--- src/rtl/bch_encoder_block.sv ---
// Systematic BCH(15,7) t=2 encoder with g(x) = x^8+x^7+x^6+x^4+1.
// Handshaked: accept a message in IDLE, shift 7 bits through the parity LFSR, then hold the codeword.
module bch_encoder_block (
    input  logic        clk,
    input  logic        rst,
    input  logic [6:0]  msg_in,
    input  logic [14:0] err_mask_in,
    input  logic        in_valid,
    output logic        in_ready,
    output logic [14:0] codeword_out,
    output logic [14:0] clean_codeword_out,
    output logic        out_valid,
    input  logic        out_ready,
    output logic        busy
);

    localparam logic [7:0] GEN_LOW = 8'hD1;

    typedef enum logic [1:0] {IDLE, SHIFT, HOLD} state_t;

    state_t      r_state;
    logic [6:0]  r_msg;
    logic [6:0]  r_msg_sh;
    logic [14:0] r_mask;
    logic [7:0]  r_par;
    logic [2:0]  r_cnt;
    logic        r_in_ready;
    logic        r_out_valid;
    logic        r_busy;
    logic [14:0] r_codeword;
    logic [14:0] r_clean;

    logic        w_fb;
    logic [7:0]  w_par_next;

    // r_msg_sh presents the current message bit at its MSB, m[6] first
    assign w_fb       = r_msg_sh[6] ^ r_par[7];
    assign w_par_next = {r_par[6:0], 1'b0} ^ (w_fb ? GEN_LOW : 8'h00);

    always_ff @(posedge clk or posedge rst) begin
        if (rst) begin
            r_state     <= IDLE;
            r_msg       <= '0;
            r_msg_sh    <= '0;
            r_mask      <= '0;
            r_par       <= '0;
            r_cnt       <= '0;
            r_in_ready  <= 1'b1;
            r_out_valid <= 1'b0;
            r_busy      <= 1'b0;
            r_codeword  <= '0;
            r_clean     <= '0;
        end else begin
            case (r_state)
                IDLE: begin
                    if (in_valid) begin
                        r_msg      <= msg_in;
                        r_msg_sh   <= msg_in;
                        r_mask     <= err_mask_in;
                        r_par      <= '0;
                        r_cnt      <= '0;
                        r_in_ready <= 1'b0;
                        r_busy     <= 1'b1;
                        r_state    <= SHIFT;
                    end
                end
                SHIFT: begin
                    r_par    <= w_par_next;
                    r_msg_sh <= {r_msg_sh[5:0], 1'b0};
                    r_cnt    <= r_cnt + 3'd1;
                    if (r_cnt == 3'd6) begin
                        r_clean     <= {r_msg, w_par_next};
                        r_codeword  <= {r_msg, w_par_next} ^ r_mask;
                        r_out_valid <= 1'b1;
                        r_state     <= HOLD;
                    end
                end
                HOLD: begin
                    // Outputs stay frozen until the consumer takes the word
                    if (out_ready) begin
                        r_out_valid <= 1'b0;
                        r_in_ready  <= 1'b1;
                        r_busy      <= 1'b0;
                        r_state     <= IDLE;
                    end
                end
                default: begin
                    r_state     <= IDLE;
                    r_in_ready  <= 1'b1;
                    r_out_valid <= 1'b0;
                    r_busy      <= 1'b0;
                end
            endcase
        end
    end

    assign in_ready           = r_in_ready;
    assign out_valid          = r_out_valid;
    assign busy               = r_busy;
    assign codeword_out       = r_codeword;
    assign clean_codeword_out = r_clean;

endmodule
--- config.mk ---
export PLATFORM = sky130hd
export DESIGN_NAME = bch_encoder_block
export DESIGN_NICKNAME = d
export VERILOG_FILES = /design/src/rtl/bch_encoder_block.sv
export SDC_FILE = /design/constraint.sdc
export NUM_CORES = 1
export LEC_CHECK = 0
export ABC_AREA = 1
export ABC_CLOCK_PERIOD_IN_PS = 4700
export CAP_MARGIN = 20
export CORE_ASPECT_RATIO = 1.25
export CORE_MARGIN = 2
export CORE_UTILIZATION = 55
export CTS_CLUSTER_DIAMETER = 120
export DETAILED_ROUTE_END_ITERATION = 8
export GPL_ROUTABILITY_DRIVEN = 1
export PLACE_DENSITY = 0.82
export SYNTH_ARGS = -nofsm -noshare
export SYNTH_HDL_FRONTEND = slang
export SYNTH_SLANG_ARGS = --single-unit
--- constraint.sdc ---
create_clock -name clk -period 4.7 [get_ports clk]
set_input_delay 0.47 -clock clk [delete_from_list [all_inputs] [get_ports clk]]
set_output_delay 0.47 -clock clk [all_outputs]
set_load 0.02 [all_outputs]
==> results of run 1 <==
Yosys cell counts (2+ instances only):
cell type / n / area [um2]
nand2_1: 127 / 476.7
dfrtp_1: 74 / 1852
nand3_1: 26 / 130.1
o21ai_1: 26 / 130.1
inv_1: 23 / 86.33
o21ai_0: 14 / 70.07
xnor2_1: 12 / 105.1
buf_2: 6 / 30.03
o22ai_1: 5 / 31.28
buf_4: 2 / 15.01
buf_6: 2 / 22.52
ha_1: 2 / 25.02
inv_2: 2 / 7.510
nand2_4: 2 / 22.52
report_power, final:
part           leakage (nW)  switching (mW)  total (mW)  internal, mW
logic                 0.839           0.687        1.20         0.509
registers             0.939           0.194        1.14         0.944
clock network        0.0991           0.228       0.485         0.257
worst paths after layout:
kind / startpoint / endpoint
min in group asynchronous: rst / codeword_out[1]$_DFFE_PP0P_
worst min-delay path: in_ready$_DFFE_PP1P_ / in_ready$_DFFE_PP1P_
worst min register to register: in_ready$_DFFE_PP1P_ / in_ready$_DFFE_PP1P_
worst max-delay path: in_ready$_DFFE_PP1P_ / in_ready
max in group asynchronous: rst / r_par[7]$_DFFE_PP0P_
worst max register to register: r_cnt[0]$_DFFE_PP0P_ / clean_codeword_out[11]$_DFFE_PP0P_
metrics by stage:
| stage | worst slack [ns] | cells | area (um2) | utilization [%] |
|---|---|---|---|---|
| after floorplan | 2.322 | 332 | 3099 | - |
| after global placement | 2.728 | 445 | 3700 | 67.98 |
| after detailed placement | 2.656 | 445 | 3700 | 67.98 |
| after CTS | 2.724 | 461 | 3894 | 71.54 |
| after global routing | 2.648 | 461 | 3894 | 71.54 |
| final | 2.751 | 461 | 3894 | 71.54 |
routing by layer:
metal  routed length [um]  track usage, %
met2                 3178           37.37
met4                  173           11.84
met1                 2782           28.19
met3                  321           6.214
met5                    0               0
cell families after synthesis:
group | after synthesis | synth area share [%]
and+or+nand+nor | 160 | 21.88
xor gates and xnor gates | 12 | 3.391
buffers and inverters | 36 | 5.410
AOI/OAI and AO/OA | 47 | 7.913
DFF | 75 | 60.60
adders and majority gates | 2 | 0.8073
state kept, by name, indices dropped and copies added (netlist names):
name                count
busy                    1
clean_codeword_out     15
codeword_out           15
in_ready                1
out_valid               1
r_cnt                   3
r_mask                 15
r_msg                   7
r_msg_sh                7
r_par                   8
r_state                 2
area by class of cell:
class                   instances  area share [%]
clock inverters                 5           1.350
multi-input cells             221           27.06
flip-flops and latches         75           48.23
clock buffers                  11           3.631
inverters                      26           2.571
well taps                      64           2.057
repair buffers                 59           15.10
==> results by group, run 1 <==
Run status
  – Run status: finished, final reports clean

Logic synthesis
  – Post-synth cell types: 23
  – Post-synth net total: between 300 and 400
  – Number of synthesized register bits: 75
  – Post-synthesis cell area: 3099 um2
  – Gate Count Post-Synth: 332
  – Most common flop cell mapped by yosys: dfrtp_1
  – Post-Synthesis Mean Instance Area: 9.335 um2
  – Proportion of register bits with asynchronous set or reset after synthesis: between 90% and 100%
  – Number of synthesized flops with an enable pin: 0
  – Yosys warns: 0
  – Sequential element share of the synthesized area: approximately three fifths

STA
  – Post-route clock period utilization: between 40% and 50%
  – Unrepaired setup endpoints after global routing: false
  – Number of hold violations in the final report: 0
  – Post-route minimum period: 1.949 ns
  – Worst max-slew margin expressed relative to the limit: between 40% and 50%
  – Hold slack: 0.4742 ns
  – Slew of the pin with the lowest slew margin: 0.8904 ns
  – Setup TNS Final: 0 ns
  – Count of pins over their slew limit: 0
  – Highest achievable clock rate: a little over 0.5 GHz
  – Worst clock skew on the final layout: 0.007463 ns
  – Final Setup Violations: 0

Route
  – Number of DRC violations after detailed routing: 0
  – Post-route ant nets: 0
  – Via density per instance: 5.210
  – Final routed wirelength across all metal layers: 6455 um
  – Number of search-and-repair iterations in the first detailed-routing pass: 5
  – WL per Instance: approximately 14 um
  – Vias after detailed routing: ~2.4k
  – Number of DRC violations after detailed-routing iteration 0: 180

Clocking
  – Clock latency at the later pin of the worst-skew pair: 0.34 ns
  – Number of hold-repair buffers added at the cts stage: 0
  – Clock root buffer: clkbuf_8
  – # resized after CTS: 0
  – Post-CTS repair timing setup buffer count: 0
  – Number of buffers inserted during clock tree synthesis: 9
  – Maximum clock path buffer count: 2
  – # clock sinks: 75
  – Clock slew at reported path FFs: approximately 0.07 ns
  – Count of H-tree levels built during CTS: 3
  – CTS tree: done

Global routing
  – Global-route wire length before repair: 10,790 um
  – Sum of overflow across all layers after global routing: 0
  – Pin count of the biggest net entering global routing: 55
  – Global router's overall resource usage: roughly 23%
  – Via count of the first global-routing pass: 2,433
  – Number of antenna violations at the first check in global routing: 0

Final layout
  – Top library cells by usage in the layout, fill and taps aside: nand2_1, dfrtp_1, clkdlybuf4s50_1
  – Ant. Diodes: 0
  – Share of cells above drive strength 1: 6.801%
  – Area occupied by multi-input gates: 1054 um2
  – Relative area change from synthesis to final layout: 25.64%
  – Sequential cell area in the final layout: 1878 um2
  – Number of nets at the end of the flow: 420
  – Number of inserted filler cells in the final layout: 404
  – Most common cell after layout, fill and taps aside: nand2_1

Critical path
  – Crit path required time: 4.23 ns
  – Crit-path max FO: 2
  – Critical path, cell by cell: clkdlybuf4s50_1
  – Number of cells on the worst reg-to-reg path: 4
  – Standard cell with the maximum stage delay on the critical path: clkdlybuf4s50_1
  – Category of the most critical setup path: reg -> out
  – Crit path largest cell delay: 0.60 ns
  – Count of buffer and inverter cells on the critical path: 1
  – Critical Path Stages: 1
  – FF-to-FF setup slack: 2.84 ns
  – Data arrival time at the worst-slack endpoint: 1.48 ns
  – Worst Setup End Kind: primary output
  – Top Family by Delay on Critical Path: buffers and inverters
  – Crit start category: flip-flop

Pwr
  – Power, Total: between 2 and 3 mW
  – Highest ir drop seen on vdd: between 0.0003 and 0.0004 V
  – Leakage dissipation: ~1.9 nW
  – Cell Pwr Density: 723.8 nW/um2

Floorplanning
  – Floorplan die area: approximately 6300 um2
  – Count of standard-cell rows: 30
  – Count of boundary I/O pins: 59
  – Floorplan die width: 71.14 um
  – Die Y-Extent: about 88 um
  – Initial cell density of the core: between 50% and 60%
  – Core footprint: between 5000 and 6000 um2

Min path
  – Hold-critical path depth: 2
  – Kind of path behind the tightest hold check: reg -> reg

Place
  – Final HPWL from detailed placement: between 4000 and 5000 um
  – Count of port buffers added during placement: between 50 and 60
  – Final weighted congestion of routability-driven global placement: 0.8176

Run
  – Maxcap violations: 0
Power figures use the tool's default switching activity.
==> inputs of run 2 (changes only) <==
Settings changed: ABC_CLOCK_PERIOD_IN_PS 4700 to 1600, CORE_UTILIZATION 55 to 46, PLACE_DENSITY 0.82 to 0.73.
Clock period 4.7 ns to 1.6 ns, I/O delays scaled along.
==> run 2 against run 1 <==
Via count is 1.4% higher. Non-clock buffer count increased by 6. Sequential cell count unchanged. Critical path type unchanged. Largest cell class unchanged. Highest routed layer unchanged.
==> results by group, run 2 (synthesis gave the netlist of run 1 again) <==
Floorplanning
  – Floorplan die area: 7414 um2 (+19%)
  – Core footprint: 6524 um2 (+20%)
  – Floorplan die width: 77.42 um (+8.8%)
  – Count of boundary I/O pins: 59 (unchanged)
  – Count of standard-cell rows: 33 (+10%)
  – Initial cell density of the core: 47.51% (-9.4 points)
  – Die Y-Extent: 95.77 um (+8.9%)

Clocking
  – Number of hold-repair buffers added at the cts stage: 0 (unchanged)
  – CTS tree: done
  – Clock latency at the later pin of the worst-skew pair: 0.35 ns (about the same)
  – Number of buffers inserted during clock tree synthesis: 9 (unchanged)
  – Post-CTS repair timing setup buffer count: 0 (unchanged)
  – Clock root buffer: clkbuf_8
  – # clock sinks: 75 (unchanged)
  – Maximum clock path buffer count: 2 (unchanged)
  – Clock slew at reported path FFs: 0.08 ns (about the same)
  – Count of H-tree levels built during CTS: 3 (unchanged)

STA
  – Hold slack: 0.1324 ns (-0.3418 ns)
  – Setup TNS Final: 0 ns (unchanged)
  – Worst max-slew margin expressed relative to the limit: 76.14% (+36 points)
  – Count of pins over their slew limit: 0 (unchanged)
  – Post-route clock period utilization: 92.99%
  – Slew of the pin with the lowest slew margin: 0.3571 ns (-0.5333 ns)
  – Unrepaired setup endpoints after global routing: false
  – Highest achievable clock rate: 0.6721 GHz
  – Number of hold violations in the final report: 0 (unchanged)
  – Post-route minimum period: around 1.5 ns
  – Worst clock skew on the final layout: 0.01056 ns (+0.003097 ns)
  – Final Setup Violations: 0 (unchanged)

Pwr
  – Leakage dissipation: 1.920 nW (+2.2%)
  – Cell Pwr Density: 2084 nW/um2 (+190%)
  – Highest ir drop seen on vdd: 0.0009734 V (+150%)

Critical path
  – Category of the most critical setup path: reg -> out
  – RR Endpoint: codeword_out[4]$_DFFE_PP0P_
  – Crit start category: flip-flop
  – Critical path, cell by cell: clkdlybuf4s50_1
  – Worst Setup End Kind: primary output
  – Top Family by Delay on Critical Path: buffers and inverters
  – Crit-path max FO: 2 (unchanged)
  – Count of buffer and inverter cells on the critical path: 1 (unchanged)
  – Data arrival time at the worst-slack endpoint: 1.33 ns (-0.15 ns)
  – RR Startpoint: r_cnt[0]$_DFFE_PP0P_
  – FF-to-FF setup slack: 0.17 ns (-2.67 ns)
  – Standard cell with the maximum stage delay on the critical path: clkdlybuf4s50_1
  – Number of cells on the worst reg-to-reg path: 7 (+3)
  – Crit path largest cell delay: 0.61 ns (about the same)
  – Crit path required time: 1.44 ns (-2.79 ns)
  – Crit path launch: clean_codeword_out[13]$_DFFE_PP0P_

Global routing
  – Sum of overflow across all layers after global routing: 0 (unchanged)
  – Number of antenna violations at the first check in global routing: 0 (unchanged)
  – Via count of the first global-routing pass: 2,358 (-3.1%)
  – Global-route wire length before repair: 11,080 um (+2.7%)
  – Pin count of the biggest net entering global routing: 39 (-29%)
  – Global router's overall resource usage: 19.44% (-3.5 points)

Route
  – Number of DRC violations after detailed routing: 0 (unchanged)
  – Number of search-and-repair iterations in the first detailed-routing pass: 4 (-1)
  – Number of DRC violations after detailed-routing iteration 0: 110 (-39%)
  – WL per Instance: 13.56 um (-3.2%)
  – Via density per instance: 4.971 (-4.6%)
  – Post-route ant nets: 0 (unchanged)
  – Final routed wirelength across all metal layers: 6643 um (+2.9%)
  – Vias after detailed routing: 2,436 (+1.4%)

Final layout
  – Non-Filler Cell Area, Final: 4011 um2 (+3.0%)
  – Top library cells by usage in the layout, fill and taps aside: nand2_1, dfrtp_1, clkdlybuf4s50_1
  – Number of nets at the end of the flow: 426 (+1.4%)
  – Ant. Diodes: 0 (unchanged)
  – Most common cell after layout, fill and taps aside: nand2_1
  – Share of cells above drive strength 1: 7.692% (+0.89 points)
  – Post-route non-filler standard cell count: 490 (+6.3%)
  – Relative area change from synthesis to final layout: 29.43%

Place
  – Count of port buffers added during placement: 58 (unchanged)
  – Area after DPL: 3815 um2 (+3.1%)
  – Final HPWL from detailed placement: 4754 um (+9.3%)
  – Final weighted congestion of routability-driven global placement: 0.8001 (-2.1%)
  – Post-Place Cells: 474 (+6.5%)

Run status
  – Run status: finished, final reports clean

Run
  – Maxcap violations: 0 (unchanged)

Min path
  – Kind of path behind the tightest hold check: in -> async
[run 2: layer usage]
metal	share of wire, %	wire [um]	vias to the layer above	GRT usage [%]
met5	0	0	-	0
met4	1.5	101	0	7.292
met3	4.8	317	10	4.784
met2	51	3386	67	32.83
met1	43	2838	1167	24.48
li1	-	-	1192	-
[run 2: how the worst max path moves through the flow]
stage                                       end  slack (ns)  depth (start not counted)
finish                   clean_codeword_out[13]        0.11                          1
global route        codeword_out[7]$_DFFE_PP0P_        0.01                          7
CTS                      clean_codeword_out[13]        0.08                          1
detailed placement  codeword_out[6]$_DFFE_PP0P_        0.15                          7
global placement    codeword_out[4]$_DFFE_PP0P_        0.15                          7
floorplan           codeword_out[4]$_DFFE_PP0P_        0.29                          8
[run 2: layout make-up]
cell class / instances / area [um2]
Tap cell: 87 / 108.9
Clock inverter: 2 / 35.03
Inverter: 26 / 103.9
Multi-Input combinational cell: 221 / 1054
Sequential cell: 75 / 1878
Clock buffer: 14 / 162.7
Timing Repair Buffer: 65 / 669.4
Fill cell: 569 / 2512
[run 2: repair_timing]
| action | 4_1_cts | 5_1_grt |
|---|---|---|
| endpoints found under the setup margin | 1 | 2 |
| resized for setup | 1 | 0 |
| pin swaps | 0 | 1 |
[run 2: power by group]
part / total, mW / internal (mW) / switching [mW]
logic: 3.53 / 1.54 / 1.99
clock network: 1.47 / 0.806 / 0.663
registers: 3.36 / 2.77 / 0.586
total: 8.36 / 5.12 / 3.24
[run 2: per-stage QoR]
| step | setup WS (ns) | utilization, % | power, mW |
|---|---|---|---|
| detailed placement | 0.1495 | 58.48 | 6.950 |
| global route | 0.01309 | 61.49 | 8.980 |
| floorplan | 0.2945 | - | 5.601 |
| CTS | 0.08451 | 61.49 | 8.426 |
| finish | 0.1121 | 61.49 | 8.358 |
| global placement | 0.1508 | 58.48 | 6.806 |
